<file path="src/rtl/sms4_tau_serial.sv">
// sms4_tau_serial: byte-serial SMS4 non-linear transform tau.
//
// A single S-box datapath (input map -> inv8 -> output map) is time-shared
// across the four bytes of a 32-bit word, MSB byte first. The result is held
// in HOLD until the consumer handshakes it.
//
// Optional build macro:
//   SBOX_PIPE_EN  - registers the inv8 output (8-bit data + valid + index)
//                   and adds a DRAIN state; latency 5, period 7 instead of
//                   latency 4, period 6.
//
// Field choice: inv8 works in GF(2^8) with the SMS4 S-box polynomial
// x^8+x^7+x^6+x^5+x^4+x^2+1 in polynomial basis. In that basis the
// isomorphism into the inversion field is the identity, so both the input
// and the output map reduce to the SMS4 affine step y = A*x ^ 0xD3.
// Zero has no inverse and is mapped to zero, which the SMS4 S-box requires.

// sms4_inv8: combinational multiplicative inverse in GF(2^8) mod 0x1F5
module sms4_inv8 (
    input  logic [7:0] a,
    output logic [7:0] y
);

    // Field multiply: shift-and-add with reduction by x^8 = 0xF5.
    function automatic logic [7:0] gf_mul(input logic [7:0] x, input logic [7:0] z);
        logic [7:0] acc;
        logic [7:0] sh;
        acc = 8'h00;
        sh  = x;
        for (int i = 0; i < 8; i++) begin
            if (z[i]) acc = acc ^ sh;
            sh = sh[7] ? ({sh[6:0], 1'b0} ^ 8'hF5) : {sh[6:0], 1'b0};
        end
        return acc;
    endfunction

    function automatic logic [7:0] gf_sq(input logic [7:0] x);
        return gf_mul(x, x);
    endfunction

    // a^-1 = a^254, built with an addition chain of squares and multiplies:
    // a^3, a^7, a^15, a^31, a^63, a^127 and finally (a^127)^2.
    // 0^254 = 0, which gives the required inv(0) = 0.
    logic [7:0] p3;
    logic [7:0] p7;
    logic [7:0] p15;
    logic [7:0] p31;
    logic [7:0] p63;
    logic [7:0] p127;

    assign p3   = gf_mul(gf_sq(a), a);
    assign p7   = gf_mul(gf_sq(p3), a);
    assign p15  = gf_mul(gf_sq(p7), a);
    assign p31  = gf_mul(gf_sq(p15), a);
    assign p63  = gf_mul(gf_sq(p31), a);
    assign p127 = gf_mul(gf_sq(p63), a);
    assign y    = gf_sq(p127);

endmodule

// sms4_tau_serial: top level, FSM plus time-shared S-box datapath
module sms4_tau_serial (
    input  logic        clk,
    input  logic        rst,
    input  logic        in_valid,
    output logic        in_ready,
    input  logic [31:0] in_word,
    output logic        out_valid,
    input  logic        out_ready,
    output logic [31:0] out_word,
    output logic        busy
);

    typedef enum logic [1:0] {
        S_IDLE  = 2'd0,
        S_RUN   = 2'd1,
`ifdef SBOX_PIPE_EN
        S_DRAIN = 2'd3,
`endif
        S_HOLD  = 2'd2
    } state_t;

    // SMS4 affine step: row i of A has ones at bit positions
    // {i-1, i, i+1, i+2, i+5} mod 8, i.e. mask 0xA7 rotated left by i.
    function automatic logic [7:0] sms4_affine(input logic [7:0] x);
        logic [7:0] row;
        logic [7:0] r;
        row = 8'hA7;
        r   = 8'h00;
        for (int i = 0; i < 8; i++) begin
            r[i] = ^(x & row);
            row  = {row[6:0], row[7]};
        end
        return r ^ 8'hD3;
    endfunction

    // Input map: affine step composed with the (identity) basis change.
    function automatic logic [7:0] map_in(input logic [7:0] x);
        return sms4_affine(x);
    endfunction

    // Output map: (identity) inverse basis change composed with affine step.
    function automatic logic [7:0] map_out(input logic [7:0] x);
        return sms4_affine(x);
    endfunction

    state_t      state;
    logic [1:0]  cnt;
    logic [31:0] src;
    logic [31:0] res;

    logic [1:0]  byte_idx;
    logic [7:0]  sel_byte;
    logic [7:0]  inv_in;
    logic [7:0]  inv_out;

    logic        wr_en;
    logic [1:0]  wr_idx;
    logic [7:0]  wr_byte;

    // MSB first: cnt 0 selects byte 3, cnt 3 selects byte 0.
    assign byte_idx = 2'd3 - cnt;

    // Pick the source byte currently being transformed
    always_comb begin
        // NOTE: a default assignment before the case keeps this purely
        // combinational; a path that leaves sel_byte unassigned infers a latch.
        sel_byte = 8'h00;
        case (byte_idx)
            2'd3:    sel_byte = src[31:24];
            2'd2:    sel_byte = src[23:16];
            2'd1:    sel_byte = src[15:8];
            default: sel_byte = src[7:0];
        endcase
    end

    assign inv_in = map_in(sel_byte);

    sms4_inv8 u_inv8 (
        .a (inv_in),
        .y (inv_out)
    );

`ifdef SBOX_PIPE_EN
    logic [7:0] pipe_q;
    logic [1:0] pipe_idx;
    logic       pipe_vld;

    // Register the inv8 output with its byte index; valid only for RUN issues
    always_ff @(posedge clk) begin
        if (rst) begin
            pipe_q   <= 8'h00;
            pipe_idx <= 2'd0;
            pipe_vld <= 1'b0;
        end else begin
            pipe_q   <= inv_out;
            pipe_idx <= byte_idx;
            pipe_vld <= (state == S_RUN);
        end
    end

    assign wr_en   = pipe_vld;
    assign wr_idx  = pipe_idx;
    assign wr_byte = map_out(pipe_q);
`else
    assign wr_en   = (state == S_RUN);
    assign wr_idx  = byte_idx;
    assign wr_byte = map_out(inv_out);
`endif

    // Combinational from state; gated so it reads 0 while reset is held.
    assign in_ready = (state == S_IDLE) && !rst;
    assign out_word = res;

    // Control FSM plus source/result registers and registered status flags
    always_ff @(posedge clk) begin
        // NOTE: every register here uses <= so all updates see the values
        // from before the edge; blocking = would make order-dependent logic.
        if (rst) begin
            // NOTE: the result register is plain flops, not a memory, so it is
            // cleared here along with the rest; a partial result is discarded.
            state     <= S_IDLE;
            cnt       <= 2'd0;
            src       <= 32'h0000_0000;
            res       <= 32'h0000_0000;
            out_valid <= 1'b0;
            busy      <= 1'b0;
        end else begin
            if (wr_en) begin
                res[{wr_idx, 3'b000} +: 8] <= wr_byte;
            end

            case (state)
                S_IDLE: begin
                    if (in_valid) begin
                        src   <= in_word;
                        cnt   <= 2'd0;
                        busy  <= 1'b1;
                        state <= S_RUN;
                    end
                end

                S_RUN: begin
                    cnt <= cnt + 2'd1;
                    if (cnt == 2'd3) begin
`ifdef SBOX_PIPE_EN
                        state     <= S_DRAIN;
`else
                        busy      <= 1'b0;
                        out_valid <= 1'b1;
                        state     <= S_HOLD;
`endif
                    end
                end

`ifdef SBOX_PIPE_EN
                S_DRAIN: begin
                    busy      <= 1'b0;
                    out_valid <= 1'b1;
                    state     <= S_HOLD;
                end
`endif

                S_HOLD: begin
                    if (out_ready) begin
                        out_valid <= 1'b0;
                        state     <= S_IDLE;
                    end
                end

                default: begin
                    busy      <= 1'b0;
                    out_valid <= 1'b0;
                    state     <= S_IDLE;
                end
            endcase
        end
    end

endmodule

</file>
<file path="config.mk">
export PLATFORM = sky130hd
export DESIGN_NAME = sms4_tau_serial
export DESIGN_NICKNAME = d
export VERILOG_FILES = /design/src/rtl/sms4_tau_serial.sv
export SDC_FILE = /design/constraint.sdc
export NUM_CORES = 1
export LEC_CHECK = 0
export ABC_CLOCK_PERIOD_IN_PS = 25600
export BUFFER_PORTS_ARGS = -buffer_cell sky130_fd_sc_hd__clkbuf_2
export CELL_PAD_IN_SITES_DETAIL_PLACEMENT = 1
export CELL_PAD_IN_SITES_GLOBAL_PLACEMENT = 1
export CORE_MARGIN = 4
export CORE_UTILIZATION = 34
export DETAILED_ROUTE_END_ITERATION = 10
export PLACE_DENSITY = 0.75
export SYNTH_ARGS = -nofsm -noshare
export SYNTH_HDL_FRONTEND = slang
export SYNTH_HIERARCHICAL = 1
export SYNTH_SLANG_ARGS = --single-unit
</file>
<file path="constraint.sdc">
create_clock -name clk -period 25.6 [get_ports clk]
set_input_delay 2.56 -clock clk [delete_from_list [all_inputs] [get_ports clk]]
set_output_delay 2.56 -clock clk [all_outputs]
set_load 0.03 [all_outputs]
</file>
# [Word-level counts from Yosys, hierarchy flattened]
# Cells that the tools add are included.
[classes] add_sub_neg=3 n_eq_ne=9 shifts=2 muxes=209 bitwise_logic=186 reduce_logical=25
[op_table] cell="2-to-1 mux 8 bit" n=195
[op_table] cell="bitwise XOR 8 bit" n=91
[op_table] cell="inverter 6 bit" n=91
[op_table] cell="XOR reduction 8 bit" n=16
[op_table] cell="bitwise mux 32 bit" n=1
[op_table] cell="variable shift 8 x 7 -> 32 bit, first input constant" n=1
[op_table] cell="variable part select 8 x 7 -> 32 bit" n=1
[op_table] cell="case mux 8 bit (3 select lines)" n=1
[op_table] cell="inverter 5 bit" n=2
[op_table] cell="AND reduction 3 bit" n=3
[op_table] cell="equality test 2 bit, second input constant" n=4
[op_table] cell="2-to-1 mux 2 bit" n=4
[op_table] cell="negation 5 -> 7 bit" n=1
[op_table] cell="case mux 1 bit (3 select lines)" n=2
[op_table] cell="case mux 2 bit (3 select lines)" n=1
[op_table] cell="equality test 2 x 1 -> 1 bit, second input constant" n=2
[op_table] cell="2-to-1 mux 1 bit" n=4
[op_table] cell="inequality test 2 bit, second input constant" n=2
[op_table] cell="case mux 2 bit (2 select lines)" n=1
[op_table] cell="AND reduction 2 bit" n=2
[op_table] cell="adder 2 x 1 -> 2 bit, second input constant" n=1
[op_table] cell="logical NOT 2 bit" n=1
[op_table] cell="inequality test 2 x 1 -> 1 bit, second input constant" n=1
[op_table] cell="inverter 1 bit" n=2
[op_table] cell="other kinds (4)" n=4
[totals] register_bits=70

# [Longest topological paths before layout]
# Gate-level depths: netlist (run 1).
[logic_depth] word_depth=217 depth_mapped=122 depth_no_buf=108

# [Modules after synthesis]
# The synthesis (run 1) kept the hierarchy.
[by_module_without_submodules] module="sms4_inv8" n_inst=1 cells_per_inst=2428 area_each_um2=18051.1
[by_module_without_submodules] module="sms4_tau_serial" n_inst=1 cells_per_inst=366 area_each_um2=3208.1

# [Worst setup path before layout (run 1)]
# OpenSTA, ideal clock, no wires.
[synth_timing] path_kind="reg-to-reg" startpoint="reg cnt[0]" endpoint="reg res[12] (netlist: out_word[12])" setup_ns=0.128 arrival_ns=27.288 slack_ns=-1.815 path_stages_with_launch=120 path_buffers=14 path_cell_list="dfxtp_1 > inv_1 > ha_1 > buf_6 > a222oi_1 > xor2_1 > o21ai_1 > xor2_1 > xnor2_1 > ha_1 > buf_2 > xnor2_2 > mux2_1 > a221o_1 > a211oi_1 > o21ai_1 > and3_1 > or3_4 > [... 84 more ...] > a32o_1 > nor2_2 > xnor3_2 > mux2i_1 > a22oi_1 > xor3_1 > buf_4 > xor2_4 > mux2_2 > mux2i_1 > nand2_1 > xnor2_1 > o221ai_1 > xor2_1 > xnor2_1 > xnor2_1 > a22oi_1 > nor2_1"
[synth_via] word_cells_on_any_way=404 cone_classes="2 x add/sub; 3 x eq/ne; 2 x shift; 197 x mux; 184 x bitwise; 16 x reduce/logical"
[synth_lines] element="start, declared" line="108" text="logic [1:0] cnt;"
[synth_lines] element="start signal, assigned" line="204" text="cnt <= cnt + 2'd1;"
[synth_lines] element="subtractor 2 bit (*)" line="122" text="assign byte_idx = 2'd3 - cnt;"
[synth_lines] element="equality test 2 x 1 -> 1 bit / equality test 2 bit (equally long branches)" line="129" text="case (byte_idx)"
[synth_lines] element="case mux 8 bit (3 select lines) (*)" line="129"
[synth_lines] element="XOR reduction 8 bit (*)" line="91" text="r[i] = ^(x & row);"
[synth_lines] element="inverter 5 bit (no line) (*)"
[synth_lines] element="via inv_in[7]" line="114" text="logic [7:0] inv_in;"
[synth_lines] element="2-to-1 mux 8 bit" line="32" text="sh = sh[7] ? ({sh[6:0], 1'b0} ^ 8'hF5) : {sh[6:0], 1'b0};"
[synth_lines] element="bitwise XOR 8 bit / inverter 6 bit (equally long branches)"
[synth_lines] element="[... 199 more ...]"
[synth_lines] element="2-to-1 mux 8 bit" line="31" text="if (z[i]) acc = acc ^ sh;"
[synth_lines] element="bitwise XOR 8 bit" line="31"
[synth_lines] element="2-to-1 mux 8 bit (*)" line="31"
[synth_lines] element="via inv_out[5]" line="115" text="logic [7:0] inv_out;"
[synth_lines] element="XOR reduction 8 bit" line="91"
[synth_lines] element="inverter 5 bit (no line)"
[synth_lines] element="variable part select 8 x 7 -> 32 bit (*)" line="190" text="res[{wr_idx, 3'b000} +: 8] <= wr_byte;"
[synth_lines] element="bitwise mux 32 bit (*)" line="190"
[synth_lines] element="end signal, assigned by index" line="190"
[synth_lines] element="end, declared" line="110" text="logic [31:0] res;"
# The timed path passes the listed nets; every way through them passes the cells marked *.
# A chain may end at the register's enable or synchronous reset.

# [Final worst setup path (run 1)]
[layout_timing] startpoint="reg cnt[0]" endpoint="reg res[7] (netlist: out_word[7])"
[layout_via] elab_chain_cells=214 word_cells_on_any_way=404 cone_classes="2 x add/sub; 3 x eq/ne; 2 x shift; 197 x mux; 184 x bitwise; 16 x reduce/logical"
[layout_rtl] element="subtractor 2 bit (*)" line="122"
[layout_rtl] element="equality test 2 x 1 -> 1 bit / equality test 2 bit (equally long branches)" line="129"
[layout_rtl] element="case mux 8 bit (3 select lines) (*)" line="129"
[layout_rtl] element="XOR reduction 8 bit (*)" line="91"
[layout_rtl] element="inverter 5 bit (no line) (*)"
[layout_rtl] element="via inv_in[0]" line="114"
[layout_rtl] element="2-to-1 mux 8 bit" line="31"
[layout_rtl] element="bitwise XOR 8 bit" line="31"
[layout_rtl] element="[... 200 more ...]"
[layout_rtl] element="2-to-1 mux 8 bit" line="31"
[layout_rtl] element="bitwise XOR 8 bit" line="31"
[layout_rtl] element="2-to-1 mux 8 bit (*)" line="31"
[layout_rtl] element="via inv_out[7]" line="115"
[layout_rtl] element="XOR reduction 8 bit" line="91"
[layout_rtl] element="inverter 5 bit (no line)"
[layout_rtl] element="variable part select 8 x 7 -> 32 bit (*)" line="190"
[layout_rtl] element="bitwise mux 32 bit (*)" line="190"
# Marks and branches as above.

==> results.toml, run 1 <==
[synthesis]
synth_xor_area_share_pct = 40.0
synth_top_family_by_area = "XOR/XNOR gates"
netlist_instances = 2794
synth_compound_area_share_pct = 22.3
synthArstFlopShare_pct = 0
ys_warn_count = 6
synth.avg_cell_area_um2 = 7.61
synth-simple-area-share_pct = 19.7
synthMuxAreaShare_pct = 5.14
syn_nets = 2845
ys_types = 120
synth-edff-count = 0
netlist_area_um2 = 21300
synth-main-ff-cell = "dfxtp_1"
yosysSeqAreaShare_pct = 6.59
yosys_register_bits = 70
synthAdderAreaFrac_pct = 0.883

[setup_path]
crit_family = "XOR/XNOR gates"
required_ns = 25.78
crit_path_frequent_cell = "xnor2_2"
r2r_slack_ns = 0.30
startpoint_type = "register"
cp-end-kind = "register"
cp_max_fo = 9
critPathArrivalTime_ns = 25.49
cp_slowest_stage_delay_ns = 0.55
reg2reg_from = "cnt[0]"
reg2regPathDepth = 112
crit_cells = 112
crit_type = "reg -> reg"
crit_buf_inv = 18
rr_endpoint = "out_word[7]"
crit_slowest_cell = "or4_4"

[clocking]
clk-insertion-delay-late_ns = 0.34
clockBufferDepth = 2
cts_tree = "yes"
cts_num_sinks = 70
clk_pin_slew_ns = 0.06
numCtsBuffers = 9
root_buffer = "clkbuf_16"
htreeDepth = 3
hold_buffers = 0

[hold_path]
holdPathEnd = "src[15]"
min_path_type = "reg -> reg"
hold_start = "src[15]"
whs_path_depth = 2

[route]
wl_per_cell_um = 22.5
firstDrtPassIters = 8
routed-wl-met2_um = 44500
top_layer = "met4"
avgViaCountPerCell = 5.82
drt-met1-wl_um = 36100
vias = 22885
wl_um = 88400
dr_wl_met3_um = 4280
drc = 0
antenna_left = 0
drt_iter0_markers = 1633

[final_layout]
final_common_cell = "xnor2_1"
mostFrequentLayoutCells = "434 x xnor2_1, 379 x buf_4, 369 x nand2_1"
layout-drive-gt1-share_pct = 29.5
area_growth_pct = 29.6
final_nets = 3140

[floorplanning]
dieHeight_um = 258
die_width_um = 258
io_pins = 71
dieArea_um2 = 66600
core_area_um2 = 61800
initial_utilization_pct = 34.4
rows = 91

[sta]
max_freq_mhz = 39.5
fin_crit_ns = 25.30
finalSetupViolCount = 0
period_share_pct = 98.8
hold_slack_ns = 0.457
hold_viol = 0
finalClockSkew_ns = 0.00703
maxSlewViolCount = 0
relSlewSlack_pct = 22.3
tightest_slew_ns = 1.16

[global_route]
grt.total_usage_pct = 23.8
grt_pass1_wl_um = 130000
antenna_found_initial = 0
grt_max_degree = 72
grt_pass1_vias = 23104
grt.overflow.total = 0

[placed_design]
hpwl_um = 61600
place_congestion = 0.929
numPortBuffers = 70

[outcome]
outcome = "finished clean"

[flow_run]
drv_cap = 0
==> routing by layer <==
metal | up-vias | track usage [%]
met4 | 0 | 8.82
met3 | 229 | 2.38
met1 | 11514 | 29.8
met2 | 720 | 42.2
met5 | - | 0
li1 | 10422 | -
==> sequential cells by signal, summed over array words and instances (netlist names) <==
name and cells:
out_word 32, src 32, cnt 2, state 2, busy 1, out_valid 1
==> cells in the mapped netlist, drive strengths merged, types with 70 or more instances <==
cell    number  share of area [%]
xnor2      537                 23
clkbuf     125                2.2
nand2      374                6.6
dfxtp       70                6.6
nor2       226                4.1
xnor3       89                9.5
xor2       131                5.8
a21oi      164                3.9
buf         80                2.2
nand3       72                1.7
mux2i       88                4.3
o21ai      130                3.1
==> timing repair <==
action	in CTS	in global routing
resized for setup	85	280
pin swaps	37	153
setup buffers	43	128
gates cloned	1	2
endpoints found under the setup margin	32	32
endpoints found under the hold margin	0	0
==> kinds of logic after synthesis <==
logic type,after synthesis
and+or+nand+nor,906
adders and majority gates,15
DFF,70
xor gates and xnor gates,769
buffers and inverters,258
AOI/OAI and AO/OA,674
muxes,102
==> stage by stage <==
step	utilization (%)	setup slack [ns]	cell area (um^2)	TNS (ns)	std cells
2_1_floorplan	-	0.00789	21400	0	2794
3_3_place_gp	38.6	-0.903	23900	-25.96	3743
3_5_place_dp	38.6	-1.80	23900	-52.84	3743
4_1_cts	40.5	0.0105	25000	0	3803
5_1_grt	44.6	-0.745	27500	-18.07	3931
6_report	44.6	0.298	27500	0	3932
==> worst max-delay path by stage <==
stage / from / endpoint / slack, ns
2_1_floorplan: cnt[0] / out_word[12] / 0.008
3_3_place_gp: cnt[1] / out_word[14] / -0.90
3_5_place_dp: cnt[1] / out_word[29] / -1.80
4_1_cts: cnt[1] / out_word[28] / 0.01
5_1_grt: cnt[1] / out_word[26] / -0.74
6_report: cnt[0] / out_word[7] / 0.30
==> worst register-to-register path, delay by kind of cell (launching register included) <==
kind / cells / cell delay [ns]
adder cells (fa/ha/maj): 5 / 0.88
AND/OR/NAND/NOR: 21 / 4.09
flip-flops: 1 / 0.36
multiplexers: 6 / 1.50
AO/OA/AOI/OAI: 29 / 7.81
XOR/XNOR: 33 / 7.84
buffers and inverters: 18 / 2.61
==> area by class of cell <==
class	instances	area [um^2]
Fill cell	7434	34300
Multi-Input combinational cell	2466	20800
Timing Repair Buffer	489	3800
Sequential cell	70	1410
Tap cell	837	1050
Clock buffer	10	239
Inverter	53	213
Clock inverter	6	61.3
Antenna cell	1	2.50
Power of run 1 is left out: the tool's default activity adds up to more than one toggle a clock period on the data nets, which glitch-free logic cannot reach.
==> run 2, diff against run 1 <==
ABC_CLOCK_PERIOD_IN_PS = 32800   (was 25600)
PLACE_DENSITY = 0.72   (was 0.75)
clock period = 32.8 ns   (was 25.6 ns; I/O delays follow)
==> results.toml, run 2 (synthesis gave the netlist of run 1 again) <==
[setup_path]
cp-end-kind = "register"
crit_family = "XOR/XNOR gates"
critPathArrivalTime_ns = 31.00
cp_max_fo = 76
cp_slowest_stage_delay_ns = 0.84
startpoint_type = "register"
crit_path_frequent_cell = "xnor2_1"
required_ns = 33.06
crit_type = "reg -> reg"
crit_buf_inv = 11
crit_slowest_cell = "xor2_1"

[floorplanning]
initial_utilization_pct = 34.4
core_area_um2 = 61800
dieArea_um2 = 66600
dieHeight_um = 258
die_width_um = 258
rows = 91
io_pins = 71

[clocking]
cts_tree = "yes"
clk-insertion-delay-late_ns = 0.34
clk_pin_slew_ns = 0.06
root_buffer = "clkbuf_16"
clockBufferDepth = 2
cts_num_sinks = 70
hold_buffers = 0
numCtsBuffers = 9
htreeDepth = 3

[final_layout]
mostFrequentLayoutCells = "496 x xnor2_1, 373 x nand2_1, 218 x nor2_1"
final_common_cell = "xnor2_1"
area_growth_pct = 7.96
fin_cells = 3595
final_nets = 2804
layout-drive-gt1-share_pct = 11.7
n_antenna_cell = 0

[flow_run]
drv_cap = 0

[global_route]
grt_pass1_vias = 21667
grt_max_degree = 90
grt.total_usage_pct = 22.1
antenna_found_initial = 0
grt_pass1_wl_um = 122000
gr-usage-met3_pct = 1.80
grt_util_met1_pct = 28.4
grt.overflow.total = 0
grt_busiest_layer = "met2"
gr-usage-met2_pct = 39.3

[route]
drt_iter0_markers = 1490
drc = 0
antenna_left = 0
vias = 20934
firstDrtPassIters = 5
wl_um = 77100
avgViaCountPerCell = 5.82
wl_per_cell_um = 21.5

[placed_design]
hpwl_um = 55200
place_congestion = 0.905
numPortBuffers = 70
dp_cells = 3561

[sta]
fin_tns_setup_ns = 0
relSlewSlack_pct = 14.6
finalClockSkew_ns = 0.00625
hold_slack_ns = 0.458
finalSetupViolCount = 0
max_freq_mhz = 32.5
rsz0062_at_grt = "no"
hold_viol = 0
fin_crit_ns = 30.74
tightest_slew_ns = 1.27
maxSlewViolCount = 0
period_share_pct = 93.7

[hold_path]
min_path_type = "reg -> reg"

[outcome]
outcome = "finished clean"
run 2: cell types whose count changed in the layout (fill, tap and decap cells not counted), moves of 16 or more:
| cell | previous run | this run |
|---|---|---|
| xnor3_2 | 27 | 9 |
| xnor3_1 | 62 | 80 |
| xnor2_2 | 75 | 33 |
| xor2_1 | 103 | 119 |
| xnor2_1 | 434 | 496 |
| xnor2_4 | 28 | 8 |
| buf_6 | 19 | 0 |
| buf_4 | 379 | 77 |
run 2: timing repair:
action	CTS	global route
setup buffers	0	18
gates resized for setup	0	17
endpoints found under the hold margin	0	0
endpoints found under the setup margin	0	32
run 2: per-layer routing:
metal  part of all wire (%)  wire (um)
met2                     49      37800
met4                    3.1       2380
met3                    4.1       3190
met1                     44      33700
met5                      0          0
run 2: path summary, 6_finish.rpt:
check                              from           end  slack (ns)  depth (start not counted)
worst max-delay path             cnt[0]  out_word[28]        2.06                        100
worst min-delay path            src[24]       src[24]        0.46                          2
worst max register to register   cnt[0]  out_word[28]        2.06                        100
worst min register to register  src[24]       src[24]        0.46                          2
run 2: final cells by class:
type | count | area [um^2]
sequential | 70 | 1400
multi-input combinational | 2466 | 18900
tap | 837 | 1050
inverter | 53 | 199
clock inverter | 5 | 81.3
fill | 7532 | 38900
timing repair buffer | 153 | 1050
clock buffer | 11 | 253
run 2: worst reg2reg max path: cells and delay by family, from the launching register on:
kind / cells / cell delay [ns]
flip-flops: 1 / 0.54
AO/OA/AOI/OAI: 25 / 7.67
AND/OR/NAND/NOR: 16 / 3.96
multiplexers: 9 / 2.34
XOR/XNOR: 35 / 12.01
adder cells (fa/ha/maj): 4 / 1.38
buffers and inverters: 11 / 2.76
run 2: per-stage QoR:
step / instance area, um^2 / util (%) / setup slack, ns
detailed placement: 22400 / 36.2 / 0.613
global placement: 22400 / 36.2 / 1.58
CTS: 22700 / 36.7 / 0.440
finish: 23000 / 37.1 / 2.06
global route: 23000 / 37.1 / 0.00353
floorplan: 21300 / - / 5.38
Power of run 2 is left out for the same reason.
